$ cat src/rtl/dac_pkg.sv
// rtl/dac_pkg.sv - shared types and constants for the DAC SPI frame serializer.
package dac_pkg;

  typedef enum logic [2:0] {
    IDLE,
    SETUP,
    LOW,
    HIGH,
    TAIL,
    GAP
  } state_e;

  localparam logic [1:0] PD_NORMAL = 2'b00;
  localparam logic [1:0] PD_1K     = 2'b01;
  localparam logic [1:0] PD_100K   = 2'b10;
  localparam logic [1:0] PD_HIZ    = 2'b11;

  // Frame layout, MSB first: LEAD_ZERO_BITS zeros, PD_BITS power-down, then data.
  localparam int LEAD_ZERO_BITS = 2;
  localparam int PD_BITS        = 2;

  function automatic int pd_lsb(input int data_width);
    return data_width;
  endfunction

  function automatic int pd_msb(input int data_width);
    return data_width + PD_BITS - 1;
  endfunction

endpackage

$ cat src/rtl/dac_spi_serializer_if.sv
// rtl/dac_spi_serializer_if.sv - sample handshake and SPI pin bundle.
interface dac_spi_serializer_if #(
  parameter int DATA_WIDTH = 12,
  parameter int CHANNELS   = 2
);
  logic [CHANNELS*DATA_WIDTH-1:0] value_in;
  logic [1:0]                     pd_mode;
  logic                           valid_in;
  logic                           ready_out;
  logic [CHANNELS-1:0]            spi_mosi;
  logic                           spi_sck;
  logic                           spi_cs;
  logic                           frame_done;

  modport master (
    output value_in, pd_mode, valid_in,
    input  ready_out, spi_mosi, spi_sck, spi_cs, frame_done
  );

  modport slave (
    input  value_in, pd_mode, valid_in,
    output ready_out, spi_mosi, spi_sck, spi_cs, frame_done
  );
endinterface

$ cat src/rtl/spi_tick_gen.sv
// rtl/spi_tick_gen.sv - half-period clock-enable counter, 0..HALF_DIV-1.
module spi_tick_gen #(
  parameter int HALF_DIV = 50
) (
  input  logic clk_i,
  input  logic rst_i,
  input  logic clr_i,
  input  logic en_i,
  output logic tick_o
);
  localparam int CW = (HALF_DIV > 1) ? $clog2(HALF_DIV) : 1;
  localparam logic [CW-1:0] LAST = CW'(HALF_DIV - 1);

  logic [CW-1:0] cnt_q, cnt_d;

  always_comb begin
    cnt_d = cnt_q;
    if (clr_i || (en_i && (cnt_q == LAST))) begin
      cnt_d = '0;
    end else if (en_i) begin
      cnt_d = cnt_q + 1'b1;
    end
  end

  always_ff @(posedge clk_i) begin
    if (rst_i) begin
      cnt_q <= '0;
    end else begin
      cnt_q <= cnt_d;
    end
  end

  assign tick_o = en_i && (cnt_q == LAST);
endmodule

$ cat src/rtl/dac_spi_serializer.sv
// rtl/dac_spi_serializer.sv - multi-channel DAC SPI frame serializer, shared SCK/CS.
module dac_spi_serializer
  import dac_pkg::*;
#(
  parameter int DATA_WIDTH = 12,
  parameter int FRAME_BITS = 16,
  parameter int CHANNELS   = 2,
  parameter int HALF_DIV   = 50,
  parameter int CS_GAP     = 4
) (
  input logic                 clk_100MHz,
  input logic                 rst,
  dac_spi_serializer_if.slave bus
);
  localparam int BW = $clog2(FRAME_BITS);
  localparam logic [BW-1:0] LAST_BIT = BW'(FRAME_BITS - 1);
  // The IDLE cycle before the next transfer is also cs-high, so GAP itself lasts CS_GAP-1.
  localparam int GAP_CYC = (CS_GAP > 1) ? CS_GAP - 1 : 1;
  localparam int GW = (GAP_CYC > 1) ? $clog2(GAP_CYC) : 1;
  localparam logic [GW-1:0] GAP_LAST = GW'(GAP_CYC - 1);
  localparam int PD_LO = pd_lsb(DATA_WIDTH);
  localparam int PD_HI = pd_msb(DATA_WIDTH);

  state_e                state_q, state_d;
  logic [BW-1:0]         bit_q, bit_d;
  logic [GW-1:0]         gap_q, gap_d;
  logic [FRAME_BITS-1:0] sh_q [CHANNELS];
  logic [FRAME_BITS-1:0] sh_d [CHANNELS];
  logic                  cs_q, cs_d;
  logic                  sck_q, sck_d;
  logic                  ready_q, ready_d;
  logic                  done_q, done_d;
  logic [CHANNELS-1:0]   mosi_q, mosi_d;
  logic                  tick, tick_clr, tick_en, xfer;

  assign xfer     = bus.valid_in && ready_q;
  assign tick_clr = (state_d != state_q);
  assign tick_en  = state_q inside {SETUP, LOW, HIGH, TAIL};

  spi_tick_gen #(
    .HALF_DIV(HALF_DIV)
  ) u_tick (
    .clk_i (clk_100MHz),
    .rst_i (rst),
    .clr_i (tick_clr),
    .en_i  (tick_en),
    .tick_o(tick)
  );

  always_comb begin
    state_d = state_q;
    bit_d   = bit_q;
    gap_d   = gap_q;
    sh_d    = sh_q;
    done_d  = 1'b0;

    case (state_q)
      IDLE: begin
        if (xfer) begin
          state_d = SETUP;
          bit_d   = '0;
          for (int k = 0; k < CHANNELS; k++) begin
            sh_d[k]                   = '0;
            sh_d[k][DATA_WIDTH-1:0]   = bus.value_in[k*DATA_WIDTH +: DATA_WIDTH];
            sh_d[k][PD_HI:PD_LO]      = bus.pd_mode;
          end
        end
      end
      SETUP: begin
        if (tick) state_d = LOW;
      end
      LOW: begin
        if (tick) begin
          if (bit_q == LAST_BIT) begin
            state_d = TAIL;
          end else begin
            // Next bit appears on the same edge sck rises, giving a full half-period of setup.
            state_d = HIGH;
            bit_d   = bit_q + 1'b1;
            for (int k = 0; k < CHANNELS; k++) begin
              sh_d[k] = {sh_q[k][FRAME_BITS-2:0], 1'b0};
            end
          end
        end
      end
      HIGH: begin
        if (tick) state_d = LOW;
      end
      TAIL: begin
        if (tick) begin
          done_d  = 1'b1;
          gap_d   = '0;
          state_d = (CS_GAP > 1) ? GAP : IDLE;
        end
      end
      GAP: begin
        if (gap_q == GAP_LAST) begin
          state_d = IDLE;
        end else begin
          gap_d = gap_q + 1'b1;
        end
      end
      default: state_d = IDLE;
    endcase

    // Pins are registered decodes of the next state, so they never follow inputs combinationally.
    cs_d    = (state_d == IDLE) || (state_d == GAP);
    sck_d   = (state_d != LOW);
    ready_d = (state_d == IDLE);
    for (int k = 0; k < CHANNELS; k++) begin
      mosi_d[k] = (state_d inside {SETUP, LOW, HIGH}) ? sh_d[k][FRAME_BITS-1] : 1'b0;
    end
  end

  always_ff @(posedge clk_100MHz) begin
    if (rst) begin
      state_q <= IDLE;
      bit_q   <= '0;
      gap_q   <= '0;
      cs_q    <= 1'b1;
      sck_q   <= 1'b1;
      ready_q <= 1'b0;
      done_q  <= 1'b0;
      mosi_q  <= '0;
      for (int k = 0; k < CHANNELS; k++) begin
        sh_q[k] <= '0;
      end
    end else begin
      state_q <= state_d;
      bit_q   <= bit_d;
      gap_q   <= gap_d;
      cs_q    <= cs_d;
      sck_q   <= sck_d;
      ready_q <= ready_d;
      done_q  <= done_d;
      mosi_q  <= mosi_d;
      sh_q    <= sh_d;
    end
  end

  assign bus.ready_out  = ready_q;
  assign bus.spi_cs     = cs_q;
  assign bus.spi_sck    = sck_q;
  assign bus.spi_mosi   = mosi_q;
  assign bus.frame_done = done_q;
endmodule
$ cat src/flat_wrapper.sv
// flat-port wrapper written by rule: the top's interface ports become plain ports
module dac_spi_serializer_flat import dac_pkg::*;
#(
  parameter int DATA_WIDTH = 12,
  parameter int FRAME_BITS = 16,
  parameter int CHANNELS   = 2,
  parameter int HALF_DIV   = 50,
  parameter int CS_GAP     = 4
)
  (clk_100MHz, rst, bus_value_in, bus_pd_mode, bus_valid_in, bus_ready_out, bus_spi_mosi, bus_spi_sck, bus_spi_cs, bus_frame_done);
  dac_spi_serializer_if #(.DATA_WIDTH(DATA_WIDTH), .CHANNELS(CHANNELS)) bus_i ();
  input logic clk_100MHz;
  input logic rst;
  input wire logic [$bits(bus_i.value_in)-1:0] bus_value_in;
  input wire logic [$bits(bus_i.pd_mode)-1:0] bus_pd_mode;
  input wire logic [$bits(bus_i.valid_in)-1:0] bus_valid_in;
  output wire logic [$bits(bus_i.ready_out)-1:0] bus_ready_out;
  output wire logic [$bits(bus_i.spi_mosi)-1:0] bus_spi_mosi;
  output wire logic [$bits(bus_i.spi_sck)-1:0] bus_spi_sck;
  output wire logic [$bits(bus_i.spi_cs)-1:0] bus_spi_cs;
  output wire logic [$bits(bus_i.frame_done)-1:0] bus_frame_done;
  assign bus_i.value_in = bus_value_in;
  assign bus_i.pd_mode = bus_pd_mode;
  assign bus_i.valid_in = bus_valid_in;
  assign bus_ready_out = bus_i.ready_out;
  assign bus_spi_mosi = bus_i.spi_mosi;
  assign bus_spi_sck = bus_i.spi_sck;
  assign bus_spi_cs = bus_i.spi_cs;
  assign bus_frame_done = bus_i.frame_done;
  dac_spi_serializer #(.DATA_WIDTH(DATA_WIDTH), .FRAME_BITS(FRAME_BITS), .CHANNELS(CHANNELS), .HALF_DIV(HALF_DIV), .CS_GAP(CS_GAP)) u_core (.clk_100MHz(clk_100MHz), .rst(rst), .bus(bus_i));
endmodule
$ cat config.mk
export PLATFORM = sky130hd
export DESIGN_NAME = dac_spi_serializer_flat
export DESIGN_NICKNAME = d
export VERILOG_FILES = /design/src/rtl/dac_pkg.sv /design/src/rtl/dac_spi_serializer_if.sv /design/src/rtl/spi_tick_gen.sv /design/src/rtl/dac_spi_serializer.sv /design/src/flat_wrapper.sv
export SDC_FILE = /design/constraint.sdc
export NUM_CORES = 1
export LEC_CHECK = 0
export ABC_AREA = 1
export CAP_MARGIN = 20
export CORE_ASPECT_RATIO = 1.25
export CORE_UTILIZATION = 50
export DETAILED_ROUTE_END_ITERATION = 8
export PLACE_DENSITY = 0.74
export REMOVE_ABC_BUFFERS = 1
export SYNTH_ARGS = -nofsm -noshare
export SYNTH_HDL_FRONTEND = slang
export SYNTH_SLANG_ARGS = --single-unit
$ cat constraint.sdc
create_clock -name clk_100MHz -period 1.7 [get_ports clk_100MHz]
set_clock_uncertainty 0.05 [all_clocks]
set_input_delay 0.425 -clock clk_100MHz [delete_from_list [all_inputs] [get_ports clk_100MHz]]
set_output_delay 0.425 -clock clk_100MHz [all_outputs]
set_load 0.05 [all_outputs]
==> results of run 1 <==
-- path summary, 6_finish.rpt --
path / start / endpoint / slack (ns)
worst max-delay path: u_core.bit_q[1] / u_core.u_tick.cnt_q[3] / 0.13
worst min-delay path: u_core.sh_q[16] / u_core.sh_q[17] / 0.44
worst max register to register: u_core.bit_q[1] / u_core.u_tick.cnt_q[3] / 0.13
worst min register to register: u_core.sh_q[16] / u_core.sh_q[17] / 0.44
-- layout make-up --
type | instances | area, um^2
Inverter | 25 | 93.84
Clock inverter | 1 | 30.03
Multi-Input combinational cell | 220 | 1139
Clock buffer | 7 | 86.33
Tap cell | 58 | 72.57
Sequential cell | 53 | 1061
Timing Repair Buffer | 55 | 506.7
Fill cell | 396 | 1504
-- flip-flops by register name (all words and copies together) (netlist names) --
| signal | flops |
|---|---|
| u_core.bit_q | 4 |
| u_core.bus.frame_done | 1 |
| u_core.bus.ready_out | 1 |
| u_core.bus.spi_cs | 1 |
| u_core.bus.spi_mosi | 2 |
| u_core.bus.spi_sck | 1 |
| u_core.gap_q | 2 |
| u_core.sh_q | 32 |
| u_core.state_q | 3 |
| u_core.u_tick.cnt_q | 6 |
-- report_power, final --
part	switching, mW	internal (mW)
logic	0.170	0.166
registers	0.0261	1.29
clock network	0.395	0.480
-- repair_timing --
item	in CTS	in global routing
endpoints found under the setup margin	3	42
gates resized for setup	1	7
buffers inserted	0	1
pin swaps	0	1
-- per-layer routing --
| metal | vias up | routed length, um | track usage |
|---|---|---|---|
| li1 | 1129 | - | - |
| met1 | 973 | 2257 | 0.2466 |
| met2 | 42 | 2480 | 0.3979 |
| met3 | 8 | 134 | 0.03879 |
| met4 | 0 | 71 | 0.05455 |
| met5 | - | 0 | 0 |
-- critical path, stage by stage (launching register included) --
cell,delay (ns)
dfxtp_1,0.37
ha_1,0.19
nand2_1,0.09
nor2_2,0.12
nor2_2,0.07
nand2_4,0.12
nand2_1,0.07
nor2_1,0.10
nand3_1,0.13
nand3_4,0.11
nor2_1,0.05
-- metrics by stage --
step	instances	instance area, um^2	total power, mW	setup slack (ns)	hold slack [ns]
after floorplan	298	2278	1.503	-1.081	0.3861
after global placement	410	2839	1.670	-0.06962	0.4066
after detailed placement	410	2839	1.675	-0.1128	0.4225
after CTS	418	2959	2.539	0.02348	0.4377
after global routing	419	2989	2.639	0.007728	0.4593
final	419	2989	2.526	0.1305	0.4358
-- synth_stat cells (2+ instances only) --
| cell | n | area (um^2) |
|---|---|---|
| inv_1 | 21 | 78.83 |
| nor2_2 | 3 | 18.77 |
| nand2_1 | 81 | 304.0 |
| dfxtp_1 | 53 | 1061 |
| inv_2 | 3 | 11.26 |
| nand3_2 | 3 | 30.03 |
| a21oi_1 | 13 | 65.06 |
| clkbuf_1 | 4 | 15.01 |
| buf_4 | 6 | 45.04 |
| ha_1 | 4 | 50.05 |
| nor3_1 | 4 | 20.02 |
| nand2_2 | 5 | 31.28 |
| nor2_1 | 23 | 86.33 |
| buf_2 | 6 | 30.03 |
| a31oi_1 | 26 | 162.7 |
| nand4_1 | 2 | 12.51 |
| nand3_1 | 41 | 205.2 |
| o21ai_0 | 4 | 20.02 |
| xor2_1 | 3 | 26.28 |
| xnor2_1 | 2 | 17.52 |
-- cells by family after synthesis --
family                     synth area share
xor gates and xnor gates            0.01841
adders and majority gates           0.02103
DFF                                  0.4458
AOI/OAI and AO/OA                    0.1141
buffers and inverters               0.08202
and+or+nand+nor                      0.3186
==> reports/metrics.cfg, run 1 <==
[synth]
ys_async_sr_fraction=0
yosysWarnings=0
avgSynthCellArea_um2=7.555
ys_seq_elements=53
synth_area_mm2=0.002380
yosysSeqAreaShare=0.4458
synthFlopType=dfxtp_1
yosys.cell_types.count=28
synth_edf_count=0
netlist_instances=315

[timing]
tightest_slew_ns=0.2842
rsz0062_at_grt=false
fin_crit_ns=1.570
slew_headroom=0.8105
maxSlewViolCount=0
setup_viol=0
final_hold_viol_count=0
layout_worst_path_cycle_share=0.9232
fmax_mhz=637.1
setup_tns_ns=0

[layout]
fin_util=0.6653
final_cell_mix=81 x nand2_1, 53 x dfxtp_1, 41 x nand3_1
drive_gt1_frac=0.1524
antennaDiodeCount=0
syn_to_final_growth_pct=25.60
fin_nets=393
final_common_cell=nand2_1

[outcome]
run_status=finished clean

[cts]
numClockSinks=53
cts_hold_buf=0
cts_inserted_buffers=5
clockBufferDepth=2
root_buffer=clkbuf_8
path_clk_slew_ns=0.10
clock_latency_ns=0.30
cts_tree=built
htreeDepth=2

[job]
maxCapViolCount=0

[global_routing]
antenna_found_initial=0
grt_pass1_vias=2025
overflow=0
grt_pass1_wl_mm=8.659
grt_max_degree=26
grt_usage=0.2135

[setup_path]
endpoint_kind=flop
reg2regPathDepth=10
critPathLaunchType=flop
critPathArrivalTime_ns=1.71
cp.required_ns=1.84
path_class=flop to flop
cp_max_fo=7

[place]
place.port_buffers=34
gp_congestion=0.8374
dp_hpwl_mm=3.519

[floorplan]
core_mm2=0.004493
fp.dieArea_mm2=0.005041
die_h_um=79.14
initial_core_util=0.5297
num_rows=27
pin_count=35
die_x_um=63.71

[detailed_routing]
wire_per_inst_um=11.80
viasPerCell=5.136
num_vias=2152
wirelength_mm=4.944
antenna_left=0
dr.first_iter.drc_count=112
first_pass_iters=6
drc=0

[worst_hold_path]
hp-class=flop to flop
min_path_cells=2

[power]
powerDensity_mw_per_mm2=844.9
p_leak_nw=1.145
ir_worst_vdd_v=0.0005074

Note: power is estimated with default switching activity, not from simulation.
==> run 2, diff against run 1 <==
--- a/config.mk
+++ b/config.mk
@@ -6,8 +6,9 @@
 export NUM_CORES = 1
 export LEC_CHECK = 0
 export ABC_AREA = 1
-export CAP_MARGIN = 20
+export CAP_MARGIN = 5
 export CORE_ASPECT_RATIO = 1.25
+export CORE_MARGIN = 3
 export CORE_UTILIZATION = 50
 export DETAILED_ROUTE_END_ITERATION = 8
 export PLACE_DENSITY = 0.74
==> reports/metrics.cfg, run 2 (synthesized netlist as in run 1, its figures left out) <==
[outcome]
run_status=finished clean

[floorplan]
die_x_um=67.71
num_rows=27
die_h_um=83.14
initial_core_util=0.5297
pin_count=35
core_mm2=0.004493
fp.dieArea_mm2=0.005629

[cts]
clockBufferDepth=2
cts_tree=built
numClockSinks=53
clock_latency_ns=0.31
cts_inserted_buffers=5
htreeDepth=2
root_buffer=clkbuf_8
path_clk_slew_ns=0.10

[place]
placed_area_mm2=0.002844
placed_cells=409
gp_congestion=0.8218
place.port_buffers=34
dp_slack_ns=-0.1386
dp_hpwl_mm=3.543

[layout]
fin_nets=394
top_register=u_core.sh_q
final_cell_mix=78 x nand2_1, 50 x dfxtp_1, 39 x nand3_1
antennaDiodeCount=0
top_regs=u_core.sh_q: 32 flops, u_core.u_tick.cnt_q: 6 flops, u_core.bit_q: 4 flops
fill_cells=374
syn_to_final_growth_pct=29.71
largest_register_ffs=32
drive_gt1_frac=0.1906
final_common_cell=nand2_1
final_cells=420
fin_area_mm2=0.003087
fin_util=0.6870

[global_routing]
antenna_found_initial=0
use_met2=0.3277
grt_max_degree=27
grt_pass1_vias=2001
globalRoute.busiestLayer=met2
use_met1=0.2421
overflow=0
use_met3=0.03789
grt_pass1_wl_mm=8.728
grt_usage=0.1952

[setup_path]
endpoint_kind=flop
critPathArrivalTime_ns=1.79
max_stage_delay_ns=0.32
reg2regPathDepth=9
rrSetupSlack_ns=0.06
timing.rr.start=u_core.gap_q[0]
cp_max_fo=6
critPathLaunchType=flop
startpoint=u_core.gap_q[0]
cp_slowest_cell=dfxtp_1
crit_path_cell_trace=inv_1 -> ha_1 -> a21oi_1 -> nand2_4 -> buf_4 -> nand4_4 -> nand2_2 -> nand3_4 -> nor2_2
path_class=flop to flop
worstReg2RegEnd=u_core.u_tick.cnt_q[1]
cp.required_ns=1.85

[timing]
fin_crit_ns=1.636
final_hold_viol_count=0
layout_worst_path_cycle_share=0.9626
fmax_mhz=611.1
rsz0062_at_grt=true
maxSlewViolCount=0
tightest_slew_ns=0.3108
setup_viol=0
holdWs_ns=0.4254
fin_ws_ns=0.06356
slew_headroom=0.7928

[detailed_routing]
antenna_left=0
num_vias=2194
first_pass_iters=4
drc=0
wire_per_inst_um=12.27
viasPerCell=5.224
wirelength_mm=5.154
dr.first_iter.drc_count=120

[worst_hold_path]
min_to=u_core.sh_q[14]
hp-start=u_core.sh_q[13]
hp-class=flop to flop
min_path_cells=2

[power]
powerDensity_mw_per_mm2=868.2
ir_worst_vdd_v=0.0005344
p_leak_nw=1.170

[job]
maxCapViolCount=0

[run 2: worst max path at each step]
stage	slack (ns)	endpoint
4_1_cts	0.0006	u_core.u_tick.cnt_q[1]
3_3_place_gp	-0.09	u_core.sh_q[29]
6_report	0.06	u_core.u_tick.cnt_q[1]
3_5_place_dp	-0.14	u_core.sh_q[12]
2_1_floorplan	-1.08	u_core.bus.spi_mosi[0]
5_1_grt	-0.06	u_core.bus.spi_mosi[0]
[run 2: metrics by stage]
stage / TNS (ns) / total power, mW
finish: 0 / 2.680
detailed placement: -3.295 / 1.678
global placement: -2.198 / 1.671
global route: -0.3737 / 2.791
floorplan: -42.10 / 1.503
CTS: 0 / 2.690
[run 2: what timing repair did]
item	CTS	global route
setup buffers	0	3
pin swaps	0	6
hold endpoints to repair	0	0
hold buffers	0	0
gates resized for setup	1	24
endpoints found under the setup margin	26	44
[run 2: critical path: cells and delay by family, from the launching register on]
family,cells,cell delay (ns)
simple gates,5,0.42
buf+inv,2,0.22
compound gates,1,0.30
flops,1,0.32
fa+ha+maj,1,0.22
[run 2: where the power goes]
| part | leakage, nW | internal [mW] | switching, mW |
|---|---|---|---|
| logic | 0.669 | 0.170 | 0.173 |
| registers | 0.432 | 1.29 | 0.0296 |
| clock network | 0.0687 | 0.593 | 0.426 |
| total | 1.17 | 2.05 | 0.628 |
[run 2: routing by layer]
| layer | share of wire | vias up |
|---|---|---|
| met5 | 0 | - |
| met4 | 0.014 | 0 |
| met3 | 0.044 | 5 |
| met2 | 0.52 | 52 |
| met1 | 0.42 | 1006 |
| li1 | - | 1131 |
[run 2: final cells by class]
class	instances	area [um^2]	area share
clock buffers	5	68.82	0.02229
clock inverters	3	68.82	0.02229
inverters	25	93.84	0.03040
multi-input cells	220	1179	0.3818
flip-flops and latches	53	1065	0.3450
well taps	58	72.57	0.02351
repair buffers	56	539.3	0.1747
